### config.mk
export PLATFORM = sky130hd
export DESIGN_NAME = register_dump_reader
export DESIGN_NICKNAME = d
export VERILOG_FILES = /design/src/rtl/register_dump_reader_pkg.sv /design/src/rtl/register_dump_reader_dump_index_counter.sv /design/src/rtl/register_dump_reader.sv
export SDC_FILE = /design/constraint.sdc
export NUM_CORES = 1
export LEC_CHECK = 0
export BUFFER_PORTS_ARGS = -buffer_cell sky130_fd_sc_hd__buf_2
export CORE_MARGIN = 4
export CORE_UTILIZATION = 47
export CTS_CLUSTER_SIZE = 20
export DETAILED_ROUTE_END_ITERATION = 10
export GPL_TIMING_DRIVEN = 0
export HOLD_SLACK_MARGIN = 0.1
export MAX_ROUTING_LAYER = met4
export PLACE_DENSITY = 0.78
export SLEW_MARGIN = 0
export SYNTH_ARGS = -nofsm -noshare
export SYNTH_HDL_FRONTEND = slang
export SYNTH_SLANG_ARGS = --single-unit
### constraint.sdc
create_clock -name clk -period 2.3 [get_ports clk]
set_input_delay 0.115 -clock clk [delete_from_list [all_inputs] [get_ports clk]]
set_output_delay 0.115 -clock clk [all_outputs]
set_load 0.01 [all_outputs]
### src/rtl/register_dump_reader_pkg.sv
// Shared types and width defaults for the register-file dump reader.
package register_dump_reader_pkg;

    localparam int unsigned DEF_WORD_LENGTH_32 = 32;
    localparam int unsigned DEF_WORD_LENGTH_5  = 5;

    typedef enum logic [1:0] {
        ST_IDLE = 2'd0,
        ST_READ = 2'd1,
        ST_SEND = 2'd2,
        ST_DONE = 2'd3
    } state_e;

endpackage

### src/rtl/register_dump_reader_dump_index_counter.sv
// Register index counter: loads the first dumped index, steps once per accepted word.
module dump_index_counter #(
    parameter int unsigned W         = 5,
    parameter int unsigned FIRST_REG = 0,
    parameter int unsigned LAST_REG  = 31
) (
    input  logic         clk,
    input  logic         reset,
    input  logic         i_load,
    input  logic         i_inc,
    output logic [W-1:0] o_index,
    output logic         o_last_c
);

    logic [W-1:0] r_index;

    always_ff @(posedge clk or posedge reset) begin
        if (reset) begin
            r_index <= '0;
        end else if (i_load) begin
            r_index <= W'(FIRST_REG);
        end else if (i_inc) begin
            r_index <= r_index + W'(1);
        end
    end

    assign o_index  = r_index;
    assign o_last_c = (r_index == W'(LAST_REG));

endmodule

### src/rtl/register_dump_reader.sv
// Debug read-out engine: walks register file entries FIRST_REG..LAST_REG and
// streams each word with its index over a valid/ready interface.
module register_dump_reader
    import register_dump_reader_pkg::*;
#(
    parameter int unsigned WORD_LENGTH_32 = DEF_WORD_LENGTH_32,
    parameter int unsigned WORD_LENGTH_5  = DEF_WORD_LENGTH_5,
    parameter int unsigned FIRST_REG      = 0,
    parameter int unsigned LAST_REG       = 31
) (
    input  logic                      clk,
    input  logic                      reset,
    input  logic                      start,
    input  logic                      abort,
    output logic [WORD_LENGTH_5-1:0]  Read_reg,
    input  logic [WORD_LENGTH_32-1:0] Read_data,
    output logic [WORD_LENGTH_32-1:0] dump_data,
    output logic [WORD_LENGTH_5-1:0]  dump_index,
    output logic                      dump_valid,
    input  logic                      dump_ready,
    output logic                      busy,
    output logic                      done
);

    state_e                      r_state;
    logic [WORD_LENGTH_32-1:0]   r_dump_data;
    logic [WORD_LENGTH_5-1:0]    r_dump_index;
    logic                        r_dump_valid;
    logic                        r_busy;
    logic                        r_done;

    logic [WORD_LENGTH_5-1:0]    w_index;
    logic                        w_last;
    logic                        w_load;
    logic                        w_inc;

    // Exit compare happens before the increment, so the counter never wraps past LAST_REG.
    assign w_load = (r_state == ST_IDLE) && start && !abort;
    assign w_inc  = (r_state == ST_SEND) && dump_ready && !abort && !w_last;

    dump_index_counter #(
        .W         (WORD_LENGTH_5),
        .FIRST_REG (FIRST_REG),
        .LAST_REG  (LAST_REG)
    ) u_dump_index_counter (
        .clk      (clk),
        .reset    (reset),
        .i_load   (w_load),
        .i_inc    (w_inc),
        .o_index  (w_index),
        .o_last_c (w_last)
    );

    always_ff @(posedge clk or posedge reset) begin
        if (reset) begin
            r_state      <= ST_IDLE;
            r_dump_data  <= '0;
            r_dump_index <= '0;
            r_dump_valid <= 1'b0;
            r_busy       <= 1'b0;
            r_done       <= 1'b0;
        end else begin
            r_done <= 1'b0;
            case (r_state)
                ST_IDLE: begin
                    if (start && !abort) begin
                        r_state <= ST_READ;
                        r_busy  <= 1'b1;
                    end
                end
                ST_READ: begin
                    if (abort) begin
                        r_state <= ST_IDLE;
                        r_busy  <= 1'b0;
                    end else begin
                        r_dump_data  <= Read_data;
                        r_dump_index <= w_index;
                        r_dump_valid <= 1'b1;
                        r_state      <= ST_SEND;
                    end
                end
                ST_SEND: begin
                    // An aborted word may still be accepted, but nothing follows it.
                    if (abort) begin
                        r_dump_valid <= 1'b0;
                        r_busy       <= 1'b0;
                        r_state      <= ST_IDLE;
                    end else if (dump_ready) begin
                        r_dump_valid <= 1'b0;
                        if (w_last) begin
                            r_state <= ST_DONE;
                            r_done  <= 1'b1;
                        end else begin
                            r_state <= ST_READ;
                        end
                    end
                end
                ST_DONE: begin
                    r_state <= ST_IDLE;
                    r_busy  <= 1'b0;
                end
                default: begin
                    r_state <= ST_IDLE;
                    r_busy  <= 1'b0;
                end
            endcase
        end
    end

    assign Read_reg   = w_index;
    assign dump_data  = r_dump_data;
    assign dump_index = r_dump_index;
    assign dump_valid = r_dump_valid;
    assign busy       = r_busy;
    assign done       = r_done;

endmodule

==> reports/summary.txt, run 1 <==
Critical path data arrival time: 2.19 ns
Synth unique cells: 26
CP Max Fanout: 6
Hold Path Class: in -> reg
Core area: 0.00403 mm²
Final hold slack: 0.265 ns
Synthesized area: 0.00198 mm²
Clk pin slew, worst setup/hold paths: 0.09 ns
Yosys reg bits: 47
Total Power: 3160 µW
Critical path type: reg -> reg
Nets: 304
HP Start: start
Final setup viols: 0
Crit path required time: 2.48 ns
Vias: 1535
Count of TritonRoute iterations in the first routing pass: 4
Total I/O pin count: 82
WL/cell: 14.3 µm
Worst Path Buf+Inv: 1
Final-layout fill cell count: 297
I/O Buffers: 80
P&R area growth vs syn: 47.0%
Initial antenna violation count: 0
Clk root buf: clkbuf_8
Synth Warn #: 0
Hold_buf cts: 35
Ys async rst share: 1.00
Num rows: 23
CTS tree: yes
Period utilization: 0.871
Pwr Density: 1090 mW/mm²
Slew @ Worst Pin: 0.288 ns
DRT iter0 DRCs: 72
Critical Path Slowest Stage Cell: dfrtp_1
Layout Skew: 0.00620 ns
Normalized max-slew margin: 0.808
Largest net degree at the start of global routing: 42
Final Hold Viols: 0
Maxcap violations: 0
Clock sink count: 47
Syn Inst Count: 138
Ys flop type: dfrtp_1
Peak supply drop: 664 µV
Cell depth of the worst flop-to-flop path: 7
Sequential area share after synthesis: 0.593
FF-to-FF Start: u_dump_index_counter.o_index[0]
Post-Syn Nets: 181
Fin. max-slew vios: 0
Tmin final: 2.00 ns
Max Freq: 499 MHz
Post-CTS Resized: 0
CTS max path bufs: 2
Total Neg Setup Slack: 0 ns
CP startpoint kind: register
Reg-to-Reg End: u_dump_index_counter.o_index[3]
Grt total ovfl: 0
Detailed Place HPWL: 2940 µm
Antenna diode count: 0
H-tree levels: 2
Area of the multi-input gates: 744 µm²
Family with the most delay on the worst path: simple AND/OR/NAND/NOR gates
Cell mode on critical path: ha_1
Hold EP: busy
Flip-flop and latch area: 0.00118 mm²
Placed cell count: 269
Initial core utilization: 0.492
Final Instance Area: 0.00292 mm²
EDFF count, synth: 0
Type of destination of the critical path: register
RSZ-0062 raised after global routing: no
Run status: completed
Overall routing resource usage: 0.181
Via-per-instance ratio: 4.92
Post-CTS setup buffers: 0
Lkg Pwr: 0.00145 µW
Reg2Reg Setup Slack: 0.30 ns
Placer congestion estimate: 0.919
DRC Markers: 0
Detailed Route WL: 4450 µm
Layout cell share with drive strength beyond 1: 0.519
Die Ht: 73.0 µm
Critical path, cell by cell: ha_1 > and3_1 > ha_1 > and4bb_1 > buf_4 > nand4_1 > mux2_1
Die area: 0.00532 mm²
Syn_area_per_cell: 14.4 µm²
Placed instance area: 0.00247 mm²
Skew-Pair Late Insertion Delay: 0.30 ns
Vias in the first global route: 1581
First-pass GRT wire length: 7110 µm
Worst stage delay on the critical path: 0.44 ns
Hold Path Cell Cnt: 4
Die extent in x: 73.0 µm
Non-Filler Instances: 312
Antenna-violating nets left: 0
Number of CTS-inserted buffers: 5
## how the worst max path moves through the flow
stage | endpoint | cells after the start | from
2_1_floorplan | u_dump_index_counter.o_index[3] | 7 | u_dump_index_counter.o_index[0]
3_3_place_gp | u_dump_index_counter.o_index[3] | 7 | u_dump_index_counter.o_index[0]
3_5_place_dp | u_dump_index_counter.o_index[3] | 7 | u_dump_index_counter.o_index[0]
4_1_cts | u_dump_index_counter.o_index[3] | 7 | u_dump_index_counter.o_index[0]
5_1_grt | u_dump_index_counter.o_index[3] | 7 | u_dump_index_counter.o_index[0]
6_report | u_dump_index_counter.o_index[3] | 7 | u_dump_index_counter.o_index[0]
## routing by layer
metal	share of wire	routed length [µm]	global-route usage	vias to the layer above
li1	-	-	-	726
met1	0.42	1870	0.219	734
met2	0.49	2180	0.288	64
met3	0.070	314	0.0455	11
met4	0.021	92	0.0799	0
met5	0	0	-	-
## registers in the layout (all words and copies together) (netlist names)
name and count:
r_state 2, dump_index 5, done 1, u_dump_index_counter.o_index 5, dump_valid 1, dump_data 32, busy 1
## metrics by stage
stage                      util  setup WS, ns
after floorplan               -         0.357
after global placement    0.607         0.300
after detailed placement  0.612         0.309
after CTS                 0.724         0.282
after global routing      0.724         0.190
final                     0.724         0.296
## synthesized netlist by cell type (2+ instances only)
library cell,number,share of area
a211oi_1,3,0.011
buf_4,3,0.011
nor2b_1,2,0.0063
inv_1,4,0.0076
nand2_1,2,0.0038
mux2_2,39,0.22
nor2_1,7,0.013
mux2i_1,3,0.015
nand2b_1,5,0.016
dfrtp_1,47,0.59
ha_1,6,0.038
buf_2,2,0.0050
a21oi_1,2,0.0050
## final cells by class
cell class | instances | share of cell area
clock inverters | 2 | 0.00558
repair buffers | 116 | 0.264
clock buffers | 6 | 0.0283
flip-flops and latches | 47 | 0.403
inverters | 4 | 0.00515
plain buffers | 7 | 0.0163
well taps | 50 | 0.0215
multi-input cells | 80 | 0.255
## placed cells by master, fill, tap and decap left out, drive strengths merged, types with 2 or more instances in the layout
cell type,instances
a211oi,3
a21oi,2
inv,4
nand2,2
buf,87
dfrtp,47
nor2b,2
nor2,7
clkbuf,7
ha,6
nand2b,5
mux2i,3
mux2,40
dlygate4sd3,35
## tightest hold or removal path: stages
cell and delay (ns):
buf_2 0.11, nand2b_1 0.13, a21oi_1 0.12, a211oi_1 0.05
## power breakdown
group | internal, µW | leakage [µW] | switching (µW) | total (µW)
registers | 1170 | 0.000575 | 173 | 1340
clock network | 245 | 0.0000474 | 273 | 519
logic | 697 | 0.000829 | 609 | 1310
total | 2110 | 0.00145 | 1050 | 3160
## cells by family (layout without fill, tap and decap cells)
logic type | after synthesis | count (layout) | synth area share
AOI/OAI and AO/OA | 9 | 9 | 0.0322
muxes | 43 | 43 | 0.242
xor gates and xnor gates | 1 | 1 | 0.00442
and+or+nand+nor | 21 | 21 | 0.0587
buffers and inverters | 11 | 135 | 0.0315
adders and majority gates | 6 | 6 | 0.0379
DFF | 47 | 47 | 0.593
(Power assumes the default switching activity.)
==> inputs of run 2 (changes only) <==
Settings changed: ABC_AREA set to 1, CORE_UTILIZATION 47 to 48, PLACE_DENSITY 0.78 to 0.79.
==> run 2 against run 1 <==
Net effect: count of clock-buffer cells in the layout unchanged; setup slack better by 0.21 ns; clock power up 11%; power up 4.4%; combinational power up 8%; highest routed layer unchanged; non-clock buffer count up 5.
==> reports/summary.txt, run 2 <==
Pwr Density: 1110 mW/mm² (+2.0%)
Post-synth top cells: nand2_1, nand3_1, dfrtp_1
Critical path type: reg -> reg
P&R area growth vs syn: 45.4%
Overall routing resource usage: 0.225 (+0.0442)
Number of CTS-inserted buffers: 5 (unchanged)
Lkg Pwr: 0.00170 µW (+17%)
Initial core utilization: 0.506 (+0.0135)
Yosys reg bits: 47 (unchanged)
CTS max path bufs: 2 (unchanged)
Period utilization: 0.781 (-0.0905)
Layout Skew: 0.00416 ns (-0.00204 ns)
Max reg flops: 32 (unchanged)
Synth unique cells: 19 (-27%)
Sequential area share after synthesis: 0.573 (-0.0199)
Detailed Place HPWL: 3550 µm (+21%)
EDFF count, synth: 0 (unchanged)
I/O Buffers: 81 (+1.3%)
Syn_area_per_cell: 8.73 µm² (-39%)
Critical Path Slowest Stage Cell: nor3_1
Total Neg Setup Slack: 0 ns (unchanged)
Placer congestion estimate: 0.861 (-6.3%)
Grt total ovfl: 0 (unchanged)
Commonest non-fill, non-tap cells in the layout: nand2_1, buf_2, nand3_1
DRC Markers: 0 (unchanged)
Final Hold Viols: 0 (unchanged)
Fin util: 0.735 (+0.0115)
Crit path required time: 2.54 ns (+0.06 ns)
Hold Path Cell Cnt: 3 (-1)
Die area: 0.00538 mm² (+1.2%)
Antenna diode count: 0 (unchanged)
CP startpoint kind: register
Normalized max-slew margin: 0.640 (-0.169)
DRT iter0 DRCs: 102 (+42%)
Ys flop type: dfrtp_1
Critical path data arrival time: 2.03 ns (-0.16 ns)
Maxcap violations: 0 (unchanged)
CP Max Fanout: 6 (unchanged)
Layout cell share with drive strength beyond 1: 0.285 (-0.234)
Die extent in x: 73.4 µm (+0.58%)
Cell depth of the worst flop-to-flop path: 7 (unchanged)
Share of the synthesized area in the top cell type: 0.573 (-0.0199)
Final setup viols: 0 (unchanged)
Setup Slack @ Placement: 0.497 ns (+0.187 ns)
Largest net degree at the start of global routing: 30 (-29%)
Worst stage delay on the critical path: 0.48 ns (+0.04 ns)
RSZ-0062 raised after global routing: no
Vias in the first global route: 1978 (+25%)
Vias: 2026 (+32%)
Core area: 0.00406 mm² (+0.71%)
Via-per-instance ratio: 4.97 (+0.93%)
Detailed Route WL: 5560 µm (+25%)
Nets: 401 (+32%)
Stages on the worst setup path: 7 (unchanged)
Max Freq: 557 MHz (+12%)
Post-Syn Nets: 278 (+54%)
Worst Path Buf+Inv: 0 (-1)
Run status: completed
Final worst slack: 0.504 ns (+0.208 ns)
Hold Path Class: in -> reg
Fin. max-slew vios: 0 (unchanged)
Top cells by area, synth: dfrtp_1, nand2_1, nand3_1
Clk root buf: clkbuf_8
Die Ht: 73.4 µm (+0.58%)
Syn Inst Count: 235 (+70%)
H-tree levels: 2 (unchanged)
Skew-Pair Late Insertion Delay: 0.29 ns (about the same)
Post-CTS Resized: 0 (unchanged)
Clk pin slew, worst setup/hold paths: 0.08 ns (about the same)
Cell with the most instances after synthesis: nand2_1
Num rows: 23 (unchanged)
Antenna-violating nets left: 0 (unchanged)
Initial antenna violation count: 0 (unchanged)
Area of the multi-input gates: 758 µm² (+1.8%)
Family with the most delay on the worst path: simple AND/OR/NAND/NOR gates
Slew @ Worst Pin: 0.536 ns (+0.249 ns)
Final-layout fill cell count: 307 (+3.4%)
Type of destination of the critical path: register
Peak supply drop: 623 µV (-6.2%)
Tmin final: 1.80 ns (-0.208 ns)
Count of TritonRoute iterations in the first routing pass: 4 (unchanged)
Critical path, cell by cell: ha_1 > nand2_1 > nor2_1 > ha_1 > nor3_1 > nand3_1 > nand2_1
First-pass GRT wire length: 9130 µm (+28%)
Clock sink count: 47 (unchanged)
Total Power: 3300 µW (+4.4%)
Total I/O pin count: 82 (unchanged)
Synth Warn #: 0 (unchanged)
WL/cell: 13.6 µm (-4.5%)
Area leader, netlist: dfrtp_1
Synthesized area: 0.00205 mm² (+3.5%)
Commonest non-fill, non-tap cell in the layout: nand2_1
Ys async rst share: 1.00 (unchanged)
Flip-flop and latch area: 0.00118 mm² (unchanged)
CTS tree: yes
-- run 2: cell types whose count changed in the layout (fill, tap and decap cells not counted), moves of 6 or more --
cell	change
buf_2	+6
inv_1	+7
mux2_2	-39
nand2_1	+90
nand3_1	+48
-- run 2: routing by layer --
layer  up-vias  wire (µm)  track usage
met4         0        123       0.0926
li1       1001          -            -
met2        73       2880        0.377
met5         -          0            -
met1       939       2200        0.266
met3        13        364       0.0438
-- run 2: final timing paths --
kind                                                  from                              end  slack (ns)
setup / recovery           u_dump_index_counter.o_index[0]  u_dump_index_counter.o_index[1]        0.50
hold / removal                                       abort                             busy        0.17
setup reg to reg           u_dump_index_counter.o_index[0]  u_dump_index_counter.o_index[1]        0.50
hold reg to reg                              dump_data[12]                    dump_data[12]        0.47
max in group asynchronous                            reset                    dump_data[30]        1.44
min in group asynchronous                            reset                    dump_index[2]        0.37
-- run 2: layout make-up --
| cell class | count | share of cell area |
|---|---|---|
| multi-input combinational | 164 | 0.254 |
| clock inverter | 1 | 0.0101 |
| timing repair buffer | 116 | 0.257 |
| inverter | 12 | 0.0151 |
| buffer | 12 | 0.0243 |
| clock buffer | 6 | 0.0243 |
| sequential | 47 | 0.394 |
| tap | 50 | 0.0210 |
-- run 2: worst register-to-register path, cell delays in order, from the launching register on --
cell and delay (ns):
dfrtp_1 0.46, ha_1 0.25, nand2_1 0.07, nor2_1 0.04
ha_1 0.20, nor3_1 0.48, nand3_1 0.14, nand2_1 0.10
-- run 2: timing repair --
item | in CTS | in global routing
hold buffers | 34 | 0
endpoints found under the hold margin | 51 | 0
buffers inserted | 0 | 0
-- run 2: cells by family after synthesis --
logic type / synth area share
AO/OA/AOI/OAI: 0.0207
XOR/XNOR: 0.00427
adder cells (fa/ha/maj): 0.0366
buffers and inverters: 0.0573
flip-flops: 0.573
AND/OR/NAND/NOR: 0.308
-- run 2: through the flow --
stage / area (µm²) / std cells / hold WS [ns]
after floorplan: 2050 / 235 / 0.244
after global placement: 2520 / 366 / 0.345
final: 2980 / 408 / 0.171
after CTS: 2980 / 408 / 0.162
after global routing: 2980 / 408 / 0.180
after detailed placement: 2540 / 367 / 0.139
-- run 2: report_power, final --
part	total [µW]	internal (µW)	switching (µW)
sequential	1320	1140	175
combinational	1410	548	857
clock	578	319	260
total	3300	2010	1290
